[config.mk]
export PLATFORM = sky130hd
export DESIGN_NAME = comparison_engine
export DESIGN_NICKNAME = d
export VERILOG_FILES = /design/src/rtl/comparison_engine.sv
export SDC_FILE = /design/constraint.sdc
export NUM_CORES = 1
export LEC_CHECK = 0
export CORE_MARGIN = 5
export CORE_UTILIZATION = 25
export DETAILED_ROUTE_END_ITERATION = 7
export MAX_ROUTING_LAYER = met4
export PLACE_DENSITY_LB_ADDON = 0.12
export SLEW_MARGIN = 30
export SYNTH_ARGS = -nofsm -noshare
export SYNTH_HDL_FRONTEND = slang
export SYNTH_SLANG_ARGS = --single-unit
[constraint.sdc]
create_clock -name clk -period 4.3 [get_ports clk]
set_input_delay 0.86 -clock clk [delete_from_list [all_inputs] [get_ports clk]]
set_output_delay 0.86 -clock clk [all_outputs]
set_load 0.03 [all_outputs]
[src/rtl/comparison_engine.sv]
// Multi-cycle operand comparator: walks A and B MSB-first one chunkWidth slice per
// cycle, exits on the first differing slice, and returns a flag or a MIN/MAX operand.
module comparison_engine #(
    parameter int dataWidth   = 32,
    parameter int chunkWidth  = 8,
    parameter int selectWidth = 4
) (
    input  logic                   clk,
    input  logic                   reset,
    input  logic                   inValid,
    output logic                   inReady,
    input  logic [dataWidth-1:0]   inputA,
    input  logic [dataWidth-1:0]   inputB,
    input  logic [selectWidth-1:0] comparisonSelect,
    output logic                   outValid,
    input  logic                   outReady,
    output logic [dataWidth-1:0]   dataOut,
    output logic                   busy
);

    localparam int NUM_CHUNKS = dataWidth / chunkWidth;
    localparam int IDX_WIDTH  = (NUM_CHUNKS > 1) ? $clog2(NUM_CHUNKS) : 1;
    localparam int NUM_SLOTS  = 2 ** IDX_WIDTH;

    if (dataWidth < 2) begin : g_bad_data_width
        $error("comparison_engine: dataWidth must be at least 2");
    end
    if (chunkWidth < 1 || (dataWidth % chunkWidth) != 0) begin : g_bad_chunk_width
        $error("comparison_engine: chunkWidth must divide dataWidth");
    end
    if (selectWidth < 4) begin : g_bad_select_width
        $error("comparison_engine: selectWidth must be at least 4");
    end

    localparam logic [selectWidth-1:0] OP_EQ   = 'd0;
    localparam logic [selectWidth-1:0] OP_NE   = 'd1;
    localparam logic [selectWidth-1:0] OP_LT   = 'd2;
    localparam logic [selectWidth-1:0] OP_LTU  = 'd3;
    localparam logic [selectWidth-1:0] OP_LE   = 'd4;
    localparam logic [selectWidth-1:0] OP_LEU  = 'd5;
    localparam logic [selectWidth-1:0] OP_GT   = 'd6;
    localparam logic [selectWidth-1:0] OP_GTU  = 'd7;
    localparam logic [selectWidth-1:0] OP_GE   = 'd8;
    localparam logic [selectWidth-1:0] OP_GEU  = 'd9;
    localparam logic [selectWidth-1:0] OP_MIN  = 'd10;
    localparam logic [selectWidth-1:0] OP_MAX  = 'd11;
    localparam logic [selectWidth-1:0] OP_MINU = 'd12;
    localparam logic [selectWidth-1:0] OP_MAXU = 'd13;

    // Handshake: a transfer happens on a rising edge where valid and ready are both
    // high; valid never depends on ready, and the result holds until it is taken.
    typedef enum logic [1:0] {
        IDLE    = 2'd0,
        COMPARE = 2'd1,
        DONE    = 2'd2
    } state_t;

    state_t                 state;
    state_t                 state_next;
    logic [dataWidth-1:0]   a_q;
    logic [dataWidth-1:0]   b_q;
    logic [selectWidth-1:0] op_q;
    logic [IDX_WIDTH-1:0]   idx_q;
    logic [dataWidth-1:0]   data_q;

    logic                   accept;
    logic                   is_signed;
    logic [dataWidth-1:0]   msb_flip;
    logic [dataWidth-1:0]   a_cmp;
    logic [dataWidth-1:0]   b_cmp;
    logic [chunkWidth-1:0]  a_slices [NUM_SLOTS];
    logic [chunkWidth-1:0]  b_slices [NUM_SLOTS];
    logic [chunkWidth-1:0]  slice_a;
    logic [chunkWidth-1:0]  slice_b;
    logic                   slice_lt;
    logic                   slice_gt;
    logic                   last_slice;
    logic                   rel_bit;
    logic [dataWidth-1:0]   result;

    assign inReady  = (state == IDLE) && !reset;
    assign accept   = inValid && inReady;
    assign outValid = (state == DONE);
    assign busy     = (state != IDLE);
    assign dataOut  = data_q;

    // Flipping the sign bit of both operands turns a signed order into an unsigned one.
    assign is_signed = op_q inside {OP_LT, OP_LE, OP_GT, OP_GE, OP_MIN, OP_MAX};
    assign msb_flip  = is_signed ? {1'b1, {(dataWidth-1){1'b0}}} : '0;
    assign a_cmp     = a_q ^ msb_flip;
    assign b_cmp     = b_q ^ msb_flip;

    for (genvar i = 0; i < NUM_SLOTS; i++) begin : g_slices
        if (i < NUM_CHUNKS) begin : g_real
            assign a_slices[i] = a_cmp[i*chunkWidth +: chunkWidth];
            assign b_slices[i] = b_cmp[i*chunkWidth +: chunkWidth];
        end else begin : g_pad
            assign a_slices[i] = '0;
            assign b_slices[i] = '0;
        end
    end

    assign slice_a    = a_slices[idx_q];
    assign slice_b    = b_slices[idx_q];
    assign slice_lt   = slice_a < slice_b;
    assign slice_gt   = slice_a > slice_b;
    assign last_slice = (idx_q == '0);

    always_comb begin
        rel_bit = 1'b0;
        result  = '0;
        unique case (op_q)
            OP_EQ:          rel_bit = !slice_lt && !slice_gt;
            OP_NE:          rel_bit = slice_lt || slice_gt;
            OP_LT, OP_LTU:  rel_bit = slice_lt;
            OP_LE, OP_LEU:  rel_bit = !slice_gt;
            OP_GT, OP_GTU:  rel_bit = slice_gt;
            OP_GE, OP_GEU:  rel_bit = !slice_lt;
            default:        rel_bit = 1'b0;
        endcase
        // Ties in MIN/MAX fall through to A.
        if (op_q == OP_MIN || op_q == OP_MINU) begin
            result = slice_gt ? b_q : a_q;
        end else if (op_q == OP_MAX || op_q == OP_MAXU) begin
            result = slice_lt ? b_q : a_q;
        end else begin
            result[0] = rel_bit;
        end
    end

    always_comb begin
        state_next = state;
        unique case (state)
            IDLE:    if (accept) state_next = COMPARE;
            COMPARE: if (slice_lt || slice_gt || last_slice) state_next = DONE;
            DONE:    if (outReady) state_next = IDLE;
            default: state_next = IDLE;
        endcase
    end

    always_ff @(posedge clk) begin
        if (reset) begin
            state  <= IDLE;
            data_q <= '0;
            a_q    <= '0;
            b_q    <= '0;
            op_q   <= '0;
            idx_q  <= '0;
        end else begin
            state <= state_next;
            if (accept) begin
                a_q   <= inputA;
                b_q   <= inputB;
                op_q  <= comparisonSelect;
                idx_q <= IDX_WIDTH'(NUM_CHUNKS - 1);
            end
            if (state == COMPARE) begin
                if (state_next == DONE) begin
                    data_q <= result;
                end else begin
                    idx_q <= idx_q - 1'b1;
                end
            end
        end
    end

endmodule

# Word-level counts from Yosys, hierarchy flattened
# Index checks and enable logic that the tools add are counted.
word_totals:
  regBits: 104
  elab_cells: 69
  rom_bits: 0
  input_bits: 72
  latch_bits: 0
  memories: 0
  ram_bits: 0
op_classes:
  eq_ne: 16
  order_cmp: 3
  div: 0
  n_reduce_logical: 20
  n_mul: 0
  shift: 0
  n_mux: 20
  addsub: 1
  bitwise: 3
op_table:
  columns: ["operator", "count"]
  rows:
  - ["$mux 32", 4]
  - ["$xor 32x32->32", 2]
  - ["$bmux 8 s2", 2]
  - ["$mux 8", 4]
  - ["$mux 31", 1]
  - ["$eq 4x4->1 const B", 6]
  - ["$eq 4x3->1 const B", 4]
  - ["$mux 2", 6]
  - ["$eq 4x2->1 const B", 2]
  - ["$gt 8x8->1", 1]
  - ["$lt 8x8->1", 1]
  - ["$reduce_or 2->1", 4]
  - ["$pmux 1 s6", 1]
  - ["$pmux 2 s3", 1]
  - ["$reduce_bool 6->1", 1]
  - ["$eq 2x2->1 const B", 2]
  - ["$eq 4x1->1 const B", 1]
  - ["$logic_not 2->1", 2]
  - ["$logic_not 4->1", 1]
  - ["$logic_or 1x1->1", 4]
  - ["$ge 3x3->1 const B", 1]
  - ["$logic_and 1x1->1", 3]
  - ["$logic_not 1->1", 3]
  - ["$not 2->3", 1]
  - ["5 further kinds", 5]

# Logic depth before layout (Yosys ltp)
depth:
  ltp_word: 15
  mapped_depth: 15
  mapped_depth_nobuf: 12

# Worst setup path after synthesis
# OpenSTA, ideal clock, no wires.
synth_timing:
  path_kind: "flip-flop to flip-flop"
  from: "reg idx_q[0]"
  to: "reg data_q[10] (netlist: dataOut[10])"
  path_buffers: 4
  stages_incl_launch_ff: 13
  slack_ns: 0.849
  period_less_slack_ns: 3.451
  required_time_ns: 4.167
  arrival_ns: 3.317
  cell_sequence: "dfxtp_1 buf_2 clkbuf_1 mux4_2 ha_1 nand4_1 or2_1 a311o_1 and3b_1 buf_6 clkbuf_1 nor2_1 a311oi_1"
synth_between:
  elab_chain_cells: 11
synth_rtl:
  columns: ["item", "line_no", "source"]
  rows:
  - ["start, declared", "63", "logic [IDX_WIDTH-1:0] idx_q;"]
  - ["start signal, assigned", "155", "idx_q <= IDX_WIDTH'(NUM_CHUNKS - 1);"]
  - ["start signal, assigned", "161", "idx_q <= idx_q - 1'b1;"]
  - ["$not 2->3 (implied by the code)", "103, 104", null]
  - ["$bmux 8 s2 (on tied branches)", "103, 104", null]
  - ["$mux 8 (on tied branches) (2 in series)", "103, 104", null]
  - ["$lt 8x8->1 or $gt 8x8->1 (tied branches)", "105, 106", null]
  - ["$logic_or 1x1->1 (2 in series)", "135", "COMPARE: if (slice_lt || slice_gt || last_slice) state_next = DONE;"]
  - ["$mux 2", "135", null]
  - ["$pmux 2 s3", "133", "unique case (state)"]
  - ["$eq 2x2->1", "158", "if (state_next == DONE) begin"]
  - ["$reduce_and 2->1 (no source line)", null, null]
  - ["end signal, assigned", "159", "data_q <= result;"]
  - ["end, declared", "64", "logic [dataWidth-1:0] data_q;"]
# Several ways; a longest one is shown, not always the timed one. The select of a mux whose other input is x is not followed.
# A chain may end at the register's enable or synchronous reset.

# Worst setup path after layout
layout_timing:
  from: "reg op_q[3]"
  to: "reg data_q[0] (netlist: dataOut[0])"
layout_between:
  elab_chain_cells: 14
layout_rtl:
  columns: ["item", "line_no", "source"]
  rows:
  - ["start, declared", "62", "logic [selectWidth-1:0] op_q;"]
  - ["start signal, assigned", "154", "op_q <= comparisonSelect;"]
  - ["$eq 4x2->1 (tied with other cells)", "88, 112", null]
  - ["$reduce_bool 6->1", "88", "assign is_signed = op_q inside {OP_LT, OP_LE, OP_GT, OP_GE, OP_MIN, OP_MAX};"]
  - ["$mux 32", "89", "assign msb_flip = is_signed ? {1'b1, {(dataWidth-1){1'b0}}} : '0;"]
  - ["$xor 32x32->32 (on tied branches)", "90, 91", null]
  - ["$bmux 8 s2 (on tied branches)", "103, 104", null]
  - ["$mux 8 (on tied branches) (2 in series)", "103, 104", null]
  - ["$lt 8x8->1 or $gt 8x8->1 (tied branches)", "105, 106", null]
  - ["$logic_or 1x1->1", "114, 135", null]
  - ["$logic_or 1x1->1", "135", null]
  - ["$mux 2", "135", null]
  - ["$pmux 2 s3", "133", null]
  - ["$eq 2x2->1", "158", null]
  - ["$reduce_and 2->1 (no source line)", null, null]
# Several ways; a longest one is shown, not always the timed one. The select of a mux whose other input is x is not followed.

==> metrics <==
die width=161.5 µm; TritonCTS buffer count=9; Post-CTS Setup Inserts=0; PD cells=344.3 nW/µm²; Skew-Pair Late Insertion Delay=0.35 ns; Area Overhead vs Synth=27.34%; Setup Skew=0.007981 ns; post-DP HPWL=14.17 mm; number of DRC markers in iteration 0=442; placement row count=55; grt total ovfl=0; GRT Total Usage=15.16%; number of max-cap violations=0; Max Fclk=256.5 MHz; Gate Count Post-Synth=726; status=complete, no violations; Ys Warns=0; crit-path cells=nand2_1, a221oi_1, xor2_1, mux4_2, ha_1, nand4_1, nor2_1, a211oi_4, buf_4, or3_1, a221o_1, a31oi_1; Pre-Repair DR Iteration Count=5; number of primary I/O pins=107; Pwr Total=2516 µW; multi-input logic area=3308 µm²; Syn Std Cell Area=5739 µm²; clock-pin slew on the worst setup and hold paths=0.07 ns; VDD IR max=0.1389 mV; chip height=161.5 µm; number of nets still failing antenna checks after routing=0; vias in the first global route=5,193; Worst Tran Pin Value=0.7247 ns; unrepaired setup endpoints after global routing=false; via count=5,481; first-pass GRT wire length=30.55 mm; Post-Syn Nets=807; fin. max-slew vios=0; layout cell share with drive strength beyond 1=7.789%; vias per cell=5.070; Hold Fails Final Rpt=0; fill cell count=2,398; initial antenna violation count=0; Post-CTS Resized=0; critical path class=flop to flop; Buf/Inv on CP=1; Post-Route WL=19.48 mm; Critical Path Sink Type=flop; core area=22,640 µm²; CTS Root Cell=clkbuf_16; hold buffer count at CTS=0; Post-Syn Area per Cell=7.905 µm²; Yosys cell types=41; fin crit period=3.898 ns; die footprint=26,090 µm²; cell family with most CP delay=simple AND/OR/NAND/NOR gates; max incr delay on CP=0.49 ns; drt drc=0; Worst EP arrival=4.19 ns; ant diodes=0; Final Setup Violations=0; clock sinks=104; clock tree buffer depth=2; post-DR wirelength/cell=18.02 µm; Initial Utilization=25.35%; CP required=4.59 ns; most frequent cells in the layout=nand2_1 (105), clkdlybuf4s50_1 (105), dfxtp_1 (104); TritonCTS clock tree=built; Leakage=0.002295 µW; Final Cycle Share=90.65%; setup TNS=0 ns; gpl congestion=0.9028; CTS H-tree lvls=3; Startpoint Class=flop; register area share after synthesis=36.28%; Rel. slew slack=51.69%; FF/Latch Area=2082 µm²; CP max FO=12; HP Class=flop to flop; largest net degree at the start of global routing=105; slowest CP cell=nor2_1; fin nets=873; IO buf count=106; flops & latches, synth=104
-- tightest hold or removal path, stage by stage, from the launching register on --
cell and delay (ns):
dfxtp_1 0.31, nor2_1 0.09, a311oi_1 0.05
-- power breakdown --
part | internal (µW) | switching, µW
combinational | 248 | 377
sequential | 1020 | 89.0
clock | 420 | 361
-- cell families after synthesis --
| family | share of synthesized area, % |
|---|---|
| buf+inv | 6.496 |
| xor+xnor | 0.6105 |
| compound gates | 24.16 |
| mux | 6.279 |
| flops | 36.28 |
| simple gates | 24.22 |
| fa+ha+maj | 1.962 |
-- Yosys cell counts (all sizes together) --
library cell,count,area [µm²]
nand2,105,394.1
dfxtp,104,2082
o21ai,101,505.5
nand2b,68,425.4
clkbuf,51,192.7
nor2,37,138.9
nor3,35,175.2
a31oi,34,212.7
a21o,33,247.7
nand3,32,160.2
a311oi,31,277.8
buf,22,138.9
mux4,16,360.4
inv,11,41.29
ha,9,112.6
a21oi,7,38.79
a211oi,3,22.52
nor2b,3,18.77
a221o,2,20.02
and3b,2,17.52
nand4,2,12.51
nor3b,2,15.01
or2,2,12.52
xnor2,2,17.52
xor2,2,17.52
a21boi,1,7.510
a221oi,1,8.760
a22oi,1,7.510
a311o,1,10.01
and2,1,6.260
nand3b,1,7.510
o211ai,1,12.51
o21a,1,7.510
o21bai,1,7.510
or3,1,6.260
-- worst paths after layout --
check,slack (ns),depth (start not counted),end,startpoint
worst max-delay path,0.40,12,dataOut[0],op_q[3]
worst min-delay path,0.50,2,dataOut[27],dataOut[27]
worst max register to register,0.40,12,dataOut[0],op_q[3]
worst min register to register,0.50,2,dataOut[27],dataOut[27]
-- registers in the layout (all words and copies together) (netlist names) --
name,cells
a_q,32
b_q,32
dataOut,32
idx_q,2
op_q,4
state,2
-- stage by stage --
step / cell area [µm²] / std cells / util [%] / worst slack [ns] / hold slack, ns
final: 7308 / 1081 / 32.28 / 0.4019 / 0.5000
after CTS: 7288 / 1080 / 32.19 / 0.4037 / 0.5041
after global routing: 7308 / 1081 / 32.28 / 0.01079 / 0.5268
after detailed placement: 7014 / 1065 / 30.98 / 0.4110 / 0.4950
after global placement: 7014 / 1065 / 30.98 / 0.5809 / 0.5047
after floorplan: 5739 / 726 / - / 0.8493 / 0.4687
-- layout make-up --
| type | instances | area share (%) |
|---|---|---|
| Sequential cell | 104 | 28.49 |
| Tap cell | 285 | 4.879 |
| Clock inverter | 3 | 0.2397 |
| Timing Repair Buffer | 128 | 17.05 |
| Clock buffer | 12 | 3.510 |
| Inverter | 11 | 0.5650 |
| Multi-Input combinational cell | 538 | 45.27 |
-- metal layers --
layer / track usage (%) / routed length, µm / up-vias
met5: - / 0 / -
met1: 20.36 / 9013 / 2618
met3: 2.552 / 913 / 11
met4: 3.373 / 204 / 0
li1: - / - / 2711
met2: 24.07 / 9354 / 141
No activity file was read; power rests on OpenSTA's default activity.
